## src/rtl/pooling_pkg.sv

```systemverilog
// Shared types and widths for the average-pooling layer of the digit-recognition datapath.
// Holds pixel/sum widths, the signed pixel type and the averager state encoding.
// Imported by pixels_averaging; no logic lives here.
package pooling_pkg;

    localparam int PIXEL_WIDTH = 8;
    // Four signed pixels summed need two extra bits to never overflow.
    localparam int SUM_WIDTH   = PIXEL_WIDTH + 2;

    typedef logic signed [PIXEL_WIDTH-1:0] pixel_t;

    typedef enum logic [1:0] {
        IDLE = 2'd0,
        SUM  = 2'd1,
        DIV  = 2'd2,
        DONE = 2'd3
    } avg_state_t;

endpackage

```

## src/rtl/pixels_averaging.sv

```systemverilog
// Four-input signed pixel averager: captures a 2x2 window, sums it, divides by four.
// Latency: avg valid and done=1 two edges after the edge that samples enable; one result per 4 cycles.
// No backpressure: enable is sampled only in IDLE; a started operation always completes unless reset.
//
// Ports: clk, reset (async, active-high), enable, pix_a..pix_d (signed WIDTH) in;
//        avg (signed WIDTH, registered, held) and done (one-cycle pulse) out.
// Build option: PIXELS_AVERAGING_ROUND_EN selects round-to-nearest (ties toward +inf)
//        instead of the default floor (arithmetic shift).
module pixels_averaging
    import pooling_pkg::*;
#(
    parameter int WIDTH = PIXEL_WIDTH
) (
    input  logic                    clk,
    input  logic                    reset,
    input  logic                    enable,
    input  logic signed [WIDTH-1:0] pix_a,
    input  logic signed [WIDTH-1:0] pix_b,
    input  logic signed [WIDTH-1:0] pix_c,
    input  logic signed [WIDTH-1:0] pix_d,
    output logic signed [WIDTH-1:0] avg,
    output logic                    done
);

    localparam int SW = WIDTH + 2;

    avg_state_t              state_q, state_d;
    logic signed [WIDTH-1:0] pix_a_q, pix_a_d;
    logic signed [WIDTH-1:0] pix_b_q, pix_b_d;
    logic signed [WIDTH-1:0] pix_c_q, pix_c_d;
    logic signed [WIDTH-1:0] pix_d_q, pix_d_d;
    logic signed [SW-1:0]    sum_q, sum_d;
    logic signed [WIDTH-1:0] avg_q, avg_d;
    logic                    done_q, done_d;

    logic signed [SW-1:0]    sum_adj;
    logic signed [SW-1:0]    quot;

    function automatic logic signed [SW-1:0] sext(input logic signed [WIDTH-1:0] p);
        return {{2{p[WIDTH-1]}}, p};
    endfunction

    // The +2 cannot overflow: the largest sum is 4*(2^(W-1)-1), well below 2^(W+1)-1.
    always_comb begin
`ifdef PIXELS_AVERAGING_ROUND_EN
        sum_adj = sum_q + SW'(2);
`else
        sum_adj = sum_q;
`endif
        quot = sum_adj >>> 2;
    end

    always_comb begin
        state_d = state_q;
        pix_a_d = pix_a_q;
        pix_b_d = pix_b_q;
        pix_c_d = pix_c_q;
        pix_d_d = pix_d_q;
        sum_d   = sum_q;
        avg_d   = avg_q;
        done_d  = 1'b0;
        case (state_q)
            IDLE: begin
                if (enable) begin
                    pix_a_d = pix_a;
                    pix_b_d = pix_b;
                    pix_c_d = pix_c;
                    pix_d_d = pix_d;
                    state_d = SUM;
                end
            end
            SUM: begin
                sum_d   = sext(pix_a_q) + sext(pix_b_q) + sext(pix_c_q) + sext(pix_d_q);
                state_d = DIV;
            end
            DIV: begin
                // Quotient always fits the pixel range, so truncation is exact.
                avg_d   = quot[WIDTH-1:0];
                done_d  = 1'b1;
                state_d = DONE;
            end
            DONE: begin
                // enable deliberately ignored here to give the controller a cycle to advance.
                state_d = IDLE;
            end
            default: state_d = IDLE;
        endcase
    end

    always_ff @(posedge clk or posedge reset) begin
        if (reset) begin
            state_q <= IDLE;
            pix_a_q <= '0;
            pix_b_q <= '0;
            pix_c_q <= '0;
            pix_d_q <= '0;
            sum_q   <= '0;
            avg_q   <= '0;
            done_q  <= 1'b0;
        end else begin
            state_q <= state_d;
            pix_a_q <= pix_a_d;
            pix_b_q <= pix_b_d;
            pix_c_q <= pix_c_d;
            pix_d_q <= pix_d_d;
            sum_q   <= sum_d;
            avg_q   <= avg_d;
            done_q  <= done_d;
        end
    end

    assign avg  = avg_q;
    assign done = done_q;

endmodule

```

## config.mk

```make
export PLATFORM = sky130hd
export DESIGN_NAME = pixels_averaging
export DESIGN_NICKNAME = d
export VERILOG_FILES = /design/src/rtl/pooling_pkg.sv /design/src/rtl/pixels_averaging.sv
export SDC_FILE = /design/constraint.sdc
export NUM_CORES = 1
export LEC_CHECK = 0
export CAP_MARGIN = 40
export CELL_PAD_IN_SITES_DETAIL_PLACEMENT = 0
export CELL_PAD_IN_SITES_GLOBAL_PLACEMENT = 1
export CORE_ASPECT_RATIO = 0.5
export CORE_MARGIN = 3
export CORE_UTILIZATION = 30
export CTS_CLUSTER_DIAMETER = 80
export DETAILED_ROUTE_END_ITERATION = 10
export GPL_ROUTABILITY_DRIVEN = 0
export PLACE_DENSITY_LB_ADDON = 0.3
export SETUP_SLACK_MARGIN = 0.3
export SKIP_CTS_REPAIR_TIMING = 1
export SLEW_MARGIN = 10
export SYNTH_ARGS = -nofsm -noshare
export SYNTH_HDL_FRONTEND = slang
export SYNTH_SLANG_ARGS = --single-unit
```

## constraint.sdc

```tcl
create_clock -name clk -period 7.9 [get_ports clk]
set_input_delay 1.58 -clock clk [delete_from_list [all_inputs] [get_ports clk]]
set_output_delay 1.58 -clock clk [all_outputs]
set_load 0.03 [all_outputs]
```

==> results.md, run 1 <==
* Routed length per instance at 13.4 um
* I/O Buffers at 43
* Slew Limit Headroom at 0.710
* Largest delay share family, worst path: adder cells
* Share of the synthesized area in the top cell type at 0.454
* Vias in the first global route at 1806
* Final setup fails at 0
* Initial DRT Pass Iterations at 4
* CTS clock-pin slew for the worst setup and hold paths at 70 ps
* Setup crit start kind: flip-flop
* Hold path endpoint: sum_adj[4]
* Syn Inst Count at 229
* Row cnt at 24
* RR Endpoint: sum_adj[7]
* Main synth FF type: dfrtp_1
* GR Overflow Total at 0
* CP most frequent cell: fa_1
* RSZ-0062 raised after global routing: no
* Synthesized Nets at 292
* Clock insertion delay at the later pin of the skew report at 290 ps
* TritonCTS clock tree: done
* Tcrit/Tclk final at 0.387
* Most common library cells after synthesis: dfrtp_1 (51), inv_1 (45), mux2_2 (42), fa_1 (17), ha_1 (11)
* CP Data Arrival Time at 3230 ps
* Worst setup EP type: flip-flop
* Share of cells above drive strength 1 at 0.193
* Fmax at 0.327 GHz
* Netlist cell types at 39
* Global-route wire length before repair at 8880 um
* Sequential element share of the synthesized area at 0.454
* CP peak stage delay at 520 ps
* Clock sink count at 51
* H-tree depth at 2
* Status: finished clean
* DR vias at 1715
* Worst Path Class, Setup: reg2reg
* Initial DRC count at 47
* Setup_tns at 0 ps
* Clock Path Buffers at 2
* Die span in y at 74.4 um
* Worst min-delay path class: reg2reg
* Required time at the worst-slack endpoint at 8080 ps
* Worst r2r src: pix_a_q[1]
* Area grow syn2layout at 25.4%
* Synth top area cells: dfrtp_1 (45%), mux2_2 (17%), fa_1 (12%)
* Core area at 8920 um2
* Worst Reg-to-Reg Cells at 10
* Slew Viols, Final at 0
* Worst-margin pin slew at 434 ps
* Vias/cell at 4.38
* CP cell instances: inv_1, fa_1, inv_1, fa_1, and3b_1, fa_1, a211oi_2, o21bai_1, a2111o_1, o311ai_0
* GRT Total Usage at 0.108
* Root buffer cell: clkbuf_16
* Top-count cell post-synth: dfrtp_1
* WP buf/inv at 2
* Critical-path top delay cell: fa_1
* Largest net degree at the start of global routing at 35
* Warnings from Yosys at 0
* Worst clock skew at 8.24 ps
* Final net count at 338
* Antenna diodes at 0
* Total wire length at 5240 um
* Final hold vios at 0
* Mean Syn Cell Area at 12.3 um2
* DRC at 0
* Initial antenna violation count at 0
* IO Count at 44
* R2r setup slk at 4840 ps
* Number of cells on the worst hold path at 1
* Post-synth EDFFs at 0
* CP max FO at 3
* Max Cap Viol at 0
* Die X at 143 um
* Ys async rst share at 1.00
* Initial core utilization at 0.315
* Final min period at 3060 ps
* Final ANT Viol Nets at 0
* HP Start: sum_adj[4]
* Synth Register Bits at 51
* Num CTS Buffers at 5
* Post-DP HPWL at 4130 um
* Die area at 10600 um2
* Leading area contributor after synthesis: dfrtp_1
* Synth Cell Area at 2810 um2
## routing by layer
metal | part of all wire | track usage
met1 | 0.52 | 0.155
met4 | 0.012 | 0.0253
met2 | 0.42 | 0.159
met5 | 0 | 0
met3 | 0.048 | 0.0347
## per-stage QoR
stage | area (um2) | hold slack (ps) | utilization | setup slack [ps] | cells
finish | 3520 | 474 | 0.395 | 4840 | 392
global route | 3520 | 525 | 0.395 | 4670 | 392
floorplan | 2810 | 448 | - | 4980 | 229
global placement | 3360 | 467 | 0.377 | 4900 | 384
CTS | 3520 | 480 | 0.395 | 4810 | 392
detailed placement | 3380 | 466 | 0.379 | 4850 | 385
## worst max path at each step
| stage | to | cells after the start | start | slack, ps |
|---|---|---|---|---|
| after global placement | sum_adj[7] | 10 | pix_a_q[1] | 4900 |
| after floorplan | sum_adj[7] | 10 | pix_a_q[1] | 4980 |
| final | sum_adj[7] | 10 | pix_a_q[1] | 4840 |
| after CTS | sum_adj[7] | 10 | pix_a_q[1] | 4810 |
| after global routing | sum_adj[7] | 10 | pix_a_q[1] | 4670 |
| after detailed placement | sum_adj[7] | 10 | pix_a_q[1] | 4850 |
## cell type report
class	count	area, um2
well taps	117	146
clock buffers	6	139
flip-flops and latches	51	1280
clock inverters	1	5.00
inverters	45	169
fillers	853	5400
repair buffers	45	458
multi-input cells	127	1330
## placed cells by master (no fill, tap or decap), drive strengths merged, types with 2 or more instances in the layout
master	netlist	final
dfrtp	51	51
inv	45	45
clkdlybuf4s50	0	43
mux2	42	42
fa	17	17
ha	11	11
clkbuf	1	6
nand2	5	5
nor2	5	5
a211oi	5	5
nor3	4	4
a21oi	4	4
and3	4	4
o21a	3	3
or3	3	3
o21ai	3	3
a21o	2	2
buf	5	2
## state kept, by name, indices dropped and copies added (netlist names)
signal,cells
done,1
state_q,2
pix_b_q,8
sum_adj,8
avg,8
pix_d_q,8
pix_c_q,8
pix_a_q,8
## kinds of logic after synthesis
family          count (synthesis)  share of synthesized area
simple gates                   26                     0.0490
buf+inv                        51                     0.0726
flops                          51                      0.454
xor+xnor                        2                    0.00623
compound gates                 28                     0.0761
fa+ha+maj                      28                      0.170
mux                            43                      0.172
Power of run 1 is left out: the tool's default activity adds up to more than one toggle a clock period on the data nets, which glitch-free logic cannot reach.
==> inputs of run 2 (changes only) <==
==> constraint.sdc (replaced) <==
create_clock -name clk -period 2.7 [get_ports clk]
set_input_delay 0.54 -clock clk [delete_from_list [all_inputs] [get_ports clk]]
set_output_delay 0.54 -clock clk [all_outputs]
set_load 0.03 [all_outputs]
==> run 2 against run 1 <==
The run now ends with setup timing left. Worst setup slack worse by 5100 ps. First-iteration DRC count is 68% higher. Worst hold slack better by 15 ps. Global-route usage is 0.32 points higher. Design area is 6.6% higher. Fmax is 3.8% higher. Non-clock buffer count is 14 higher. Register-to-register slack worse by 5100 ps. Wire length is 8.4% higher.
==> results.md, run 2 (synthesis gave the netlist of run 1 again) <==
* # fillers at 837
* TritonCTS clock tree: done
* Vias in the first global route at 1859
* Post-DP HPWL at 4420 um
* Max Cap Viol at 0
* Initial core utilization at 0.315
* I/O Buffers at 43
* Required time at the worst-slack endpoint at 2890 ps
* Worst min-delay path class: reg2reg
* R2r setup slk at -240 ps
* Worst-margin pin slew at 558 ps
* Routed length per instance at 14.0 um
* Area grow syn2layout at 33.6%
* Initial DRC count at 79
* Vias/cell at 4.47
* Final min period at 2940 ps
* Design area at 3750 um2
* Num CTS Buffers at 5
* Setup crit start kind: flip-flop
* Placed Cells incl. Taps at 395
* Post-DP Area at 3490 um2
* Die X at 143 um
* CTS clock-pin slew for the worst setup and hold paths at 70 ps
* Fmax at 0.340 GHz
* Highest-count cells in the layout ignoring fill and taps: dfrtp_1 (51), clkdlybuf4s50_1 (43), mux2_2 (42)
* Final net count at 352
* Global-route wire length before repair at 9130 um
* Die area at 10600 um2
* Initial antenna violation count at 0
* Non-filler cells, final at 407
* DR vias at 1821
* M2 GR Usage at 0.173
* IO Count at 44
* CP Launch Point: pix_a_q[1]
* Worst Path Class, Setup: reg2reg
* FF+latch area at 1280 um2
* Fin Hold WS at 489 ps
* Final hold vios at 0
* Slew Viols, Final at 0
* Root buffer cell: clkbuf_16
* Row cnt at 24
* H-tree depth at 2
* Commonest non-fill, non-tap cell in the layout: dfrtp_1
* RSZ-0062 raised after global routing: yes
* GRT Total Usage at 0.111
* Most Crowded Layer GR: met2
* RR Endpoint: sum_adj[7]
* Multi-input gate area at 1410 um2
* Met3 usage at 0.0321
* Clock sink count at 51
* Initial DRT Pass Iterations at 4
* Failing checks: setup timing
* Share of cells above drive strength 1 at 0.279
* CP Data Arrival Time at 3140 ps
* Worst Reg-to-Reg Cells at 10
* DRC at 0
* Worst setup EP type: flip-flop
* Final ANT Viol Nets at 0
* Status: finished, violations left
* M1 GR Usage at 0.154
* Setup ws final at -244 ps
* Total wire length at 5690 um
* Crit path capture: sum_adj[7]
* Final setup fails at 3
* Slew Limit Headroom at 0.627
* Clock Path Buffers at 2
* Final core occ at 0.421
* Worst clock skew at 6.86 ps
* GR Overflow Total at 0
* Antenna diodes at 0
* CP max FO at 3
* Worst r2r src: pix_a_q[1]
* Die span in y at 74.4 um
* Largest net degree at the start of global routing at 33
* Tcrit/Tclk final at 1.09
* Clock insertion delay at the later pin of the skew report at 290 ps
* Core area at 8920 um2
-- run 2: changes by cell type in the layout (fill, tap and decap cells not counted), sizes merged --
cell,change
buf,+14
bufinv,+2
clkinv,-1
-- run 2: metal layers --
metal  wire, um  share of wire
met3        206          0.036
met1       2830           0.50
met5          0              0
met4         39         0.0069
met2       2610           0.46
-- run 2: cell type report --
type	instances	share of cell area
Timing Repair Buffer	59	0.150
Sequential cell	51	0.340
Tap cell	117	0.0390
Clock inverter	2	0.0160
Multi-Input combinational cell	127	0.376
Clock buffer	6	0.0343
Inverter	45	0.0450
-- run 2: metrics by stage --
| stage | setup TNS (ps) | setup WS [ps] |
|---|---|---|
| floorplan | -294 | -151 |
| global placement | -570 | -208 |
| detailed placement | -763 | -296 |
| CTS | -849 | -317 |
| global route | -891 | -320 |
| finish | -526 | -244 |
-- run 2: worst min-delay path by stage --
stage	startpoint	end	cells after the start
2_1_floorplan	sum_adj[4]	sum_adj[4]	1
3_3_place_gp	sum_adj[4]	sum_adj[4]	1
3_5_place_dp	sum_adj[5]	sum_adj[5]	1
4_1_cts	sum_adj[5]	sum_adj[5]	1
5_1_grt	sum_adj[5]	sum_adj[5]	1
6_report	sum_adj[4]	sum_adj[4]	1
-- run 2: critical path, stage by stage, from the launching register on --
cell,delay (ps)
dfrtp_1,370
inv_2,50
fa_1,530
inv_1,50
fa_2,410
and3b_1,190
fa_2,370
a211oi_4,260
o21bai_1,140
a2111o_1,390
o311ai_2,90
Power of run 2 is left out for the same reason.
==> inputs of run 3 (changes only) <==
--- a/config.mk
+++ b/config.mk
@@ -11,6 +11,7 @@
 export CORE_ASPECT_RATIO = 0.5
 export CORE_MARGIN = 3
 export CORE_UTILIZATION = 30
+export CTS_BUF_LIST = sky130_fd_sc_hd__clkbuf_16
 export CTS_CLUSTER_DIAMETER = 80
 export DETAILED_ROUTE_END_ITERATION = 10
 export GPL_ROUTABILITY_DRIVEN = 0
==> run 3 against run 2 <==
The flow still finishes with violations (setup timing). Worst setup slack is the same. First-iteration DRC count grew 6.3%. Core utilization is the same. Global-route usage is the same. Critical path depth is the same. Register-to-register slack is essentially flat. Via count is essentially flat. Worst hold slack is the same. Critical path type unchanged. Critical endpoint unchanged.
==> results.md, run 3 (synthesis gave the netlist of run 1 again) <==
* R2r setup slk at -240 ps
* Tcrit/Tclk final at 1.09
* Worst-margin pin slew at 558 ps
* Hold path endpoint: sum_adj[4]
* HP Start: sum_adj[4]
* Setup ws final at -244 ps
* Root buffer cell: clkbuf_16
* Total wire length at 5680 um
* Final ANT Viol Nets at 0
* RR Endpoint: sum_adj[7]
* Area grow syn2layout at 33.6%
* Die X at 143 um
* Vias in the first global route at 1859
* CP peak stage delay at 530 ps
* DRC at 0
* Status: finished, violations left
* Worst clock skew at 6.63 ps
* CP most frequent cell: fa_2
* Final net count at 352
* Max Cap Viol at 0
* # fillers at 837
* Clock insertion delay at the later pin of the skew report at 290 ps
* Slew Limit Headroom at 0.627
* Highest-count cells in the layout ignoring fill and taps: dfrtp_1 (51), clkdlybuf4s50_1 (43), mux2_2 (42), inv_1 (42)
* Worst setup EP type: flip-flop
* Worst r2r src: pix_a_q[1]
* H-tree depth at 2
* Clock sink count at 51
* CP Data Arrival Time at 3140 ps
* Worst Path Class, Setup: reg2reg
* Fmax at 0.340 GHz
* Die area at 10600 um2
* Initial core utilization at 0.315
* IO Count at 44
* Largest delay share family, worst path: adder cells
* Share of cells above drive strength 1 at 0.279
* Row cnt at 24
* CP cell instances: inv_2, fa_1, inv_1, fa_2, and3b_1, fa_2, a211oi_4, o21bai_1, a2111o_1, o311ai_2
* DR vias at 1820
* Num CTS Buffers at 5
* Routed length per instance at 14.0 um
* Largest net degree at the start of global routing at 33
* Failing checks: setup timing
* TritonCTS clock tree: done
* CTS clock-pin slew for the worst setup and hold paths at 70 ps
* Clock Path Buffers at 2
* RSZ-0062 raised after global routing: yes
* GR Overflow Total at 0
* Worst min-delay path class: reg2reg
* CP max FO at 3
* Slew Viols, Final at 0
* Antenna diodes at 0
* Global-route wire length before repair at 9130 um
* Number of cells on the worst hold path at 1
* Critical-path top delay cell: fa_1
* Initial antenna violation count at 0
* Initial DRC count at 84
* I/O Buffers at 43
* Design area at 3750 um2
* WP buf/inv at 2
* Vias/cell at 4.47
* Setup crit start kind: flip-flop
* Post-DP Area at 3490 um2
* Required time at the worst-slack endpoint at 2890 ps
* Post-DP HPWL at 4420 um
* Initial DRT Pass Iterations at 4
* Final setup fails at 3
* Final hold vios at 0
* Commonest non-fill, non-tap cell in the layout: dfrtp_1
* Fin Hold WS at 489 ps
* Die span in y at 74.4 um
* Worst Reg-to-Reg Cells at 10
* Final min period at 2940 ps
* GRT Total Usage at 0.111
* Core area at 8920 um2
## run 3: metrics by stage
stage,std cells,TNS [ps],utilization,setup slack [ps]
2_1_floorplan,229,-294,-,-151
3_3_place_gp,395,-570,0.391,-208
3_5_place_dp,395,-763,0.391,-296
4_1_cts,403,-849,0.412,-317
5_1_grt,407,-891,0.421,-320
6_report,407,-526,0.421,-244
## run 3: per-layer routing
layer | up-vias | global-route usage | share of wire
met5 | - | 0 | 0
li1 | 887 | - | -
met2 | 27 | 0.173 | 0.46
met3 | 4 | 0.0321 | 0.036
met1 | 902 | 0.154 | 0.50
met4 | 0 | 0.0285 | 0.0069
## run 3: worst reg2reg max path, cell delays in order, from the launching register on
cell and delay (ps):
dfrtp_1 370, inv_2 50, fa_1 530, inv_1 50, fa_2 410, and3b_1 190, fa_2 370, a211oi_4 270
o21bai_1 140, a2111o_1 390, o311ai_2 90
## run 3: final cells by class
type	count	area [um2]	share of cell area
sequential	51	1280	0.340
inverter	45	169	0.0450
tap	117	146	0.0390
multi-input combinational	127	1410	0.376
timing repair buffer	59	563	0.150
clock inverter	3	63.8	0.0170
clock buffer	5	125	0.0333
## run 3: worst max-delay path by stage
| stage | startpoint | cells past startpoint | slack, ps | to |
|---|---|---|---|---|
| global route | pix_a_q[1] | 10 | -320 | sum_adj[7] |
| detailed placement | pix_a_q[1] | 10 | -300 | sum_adj[7] |
| global placement | pix_a_q[1] | 10 | -210 | sum_adj[7] |
| finish | pix_a_q[1] | 10 | -240 | sum_adj[7] |
| CTS | pix_a_q[1] | 10 | -320 | sum_adj[7] |
| floorplan | pix_a_q[1] | 10 | -150 | sum_adj[9] |
Power of run 3 is left out for the same reason.
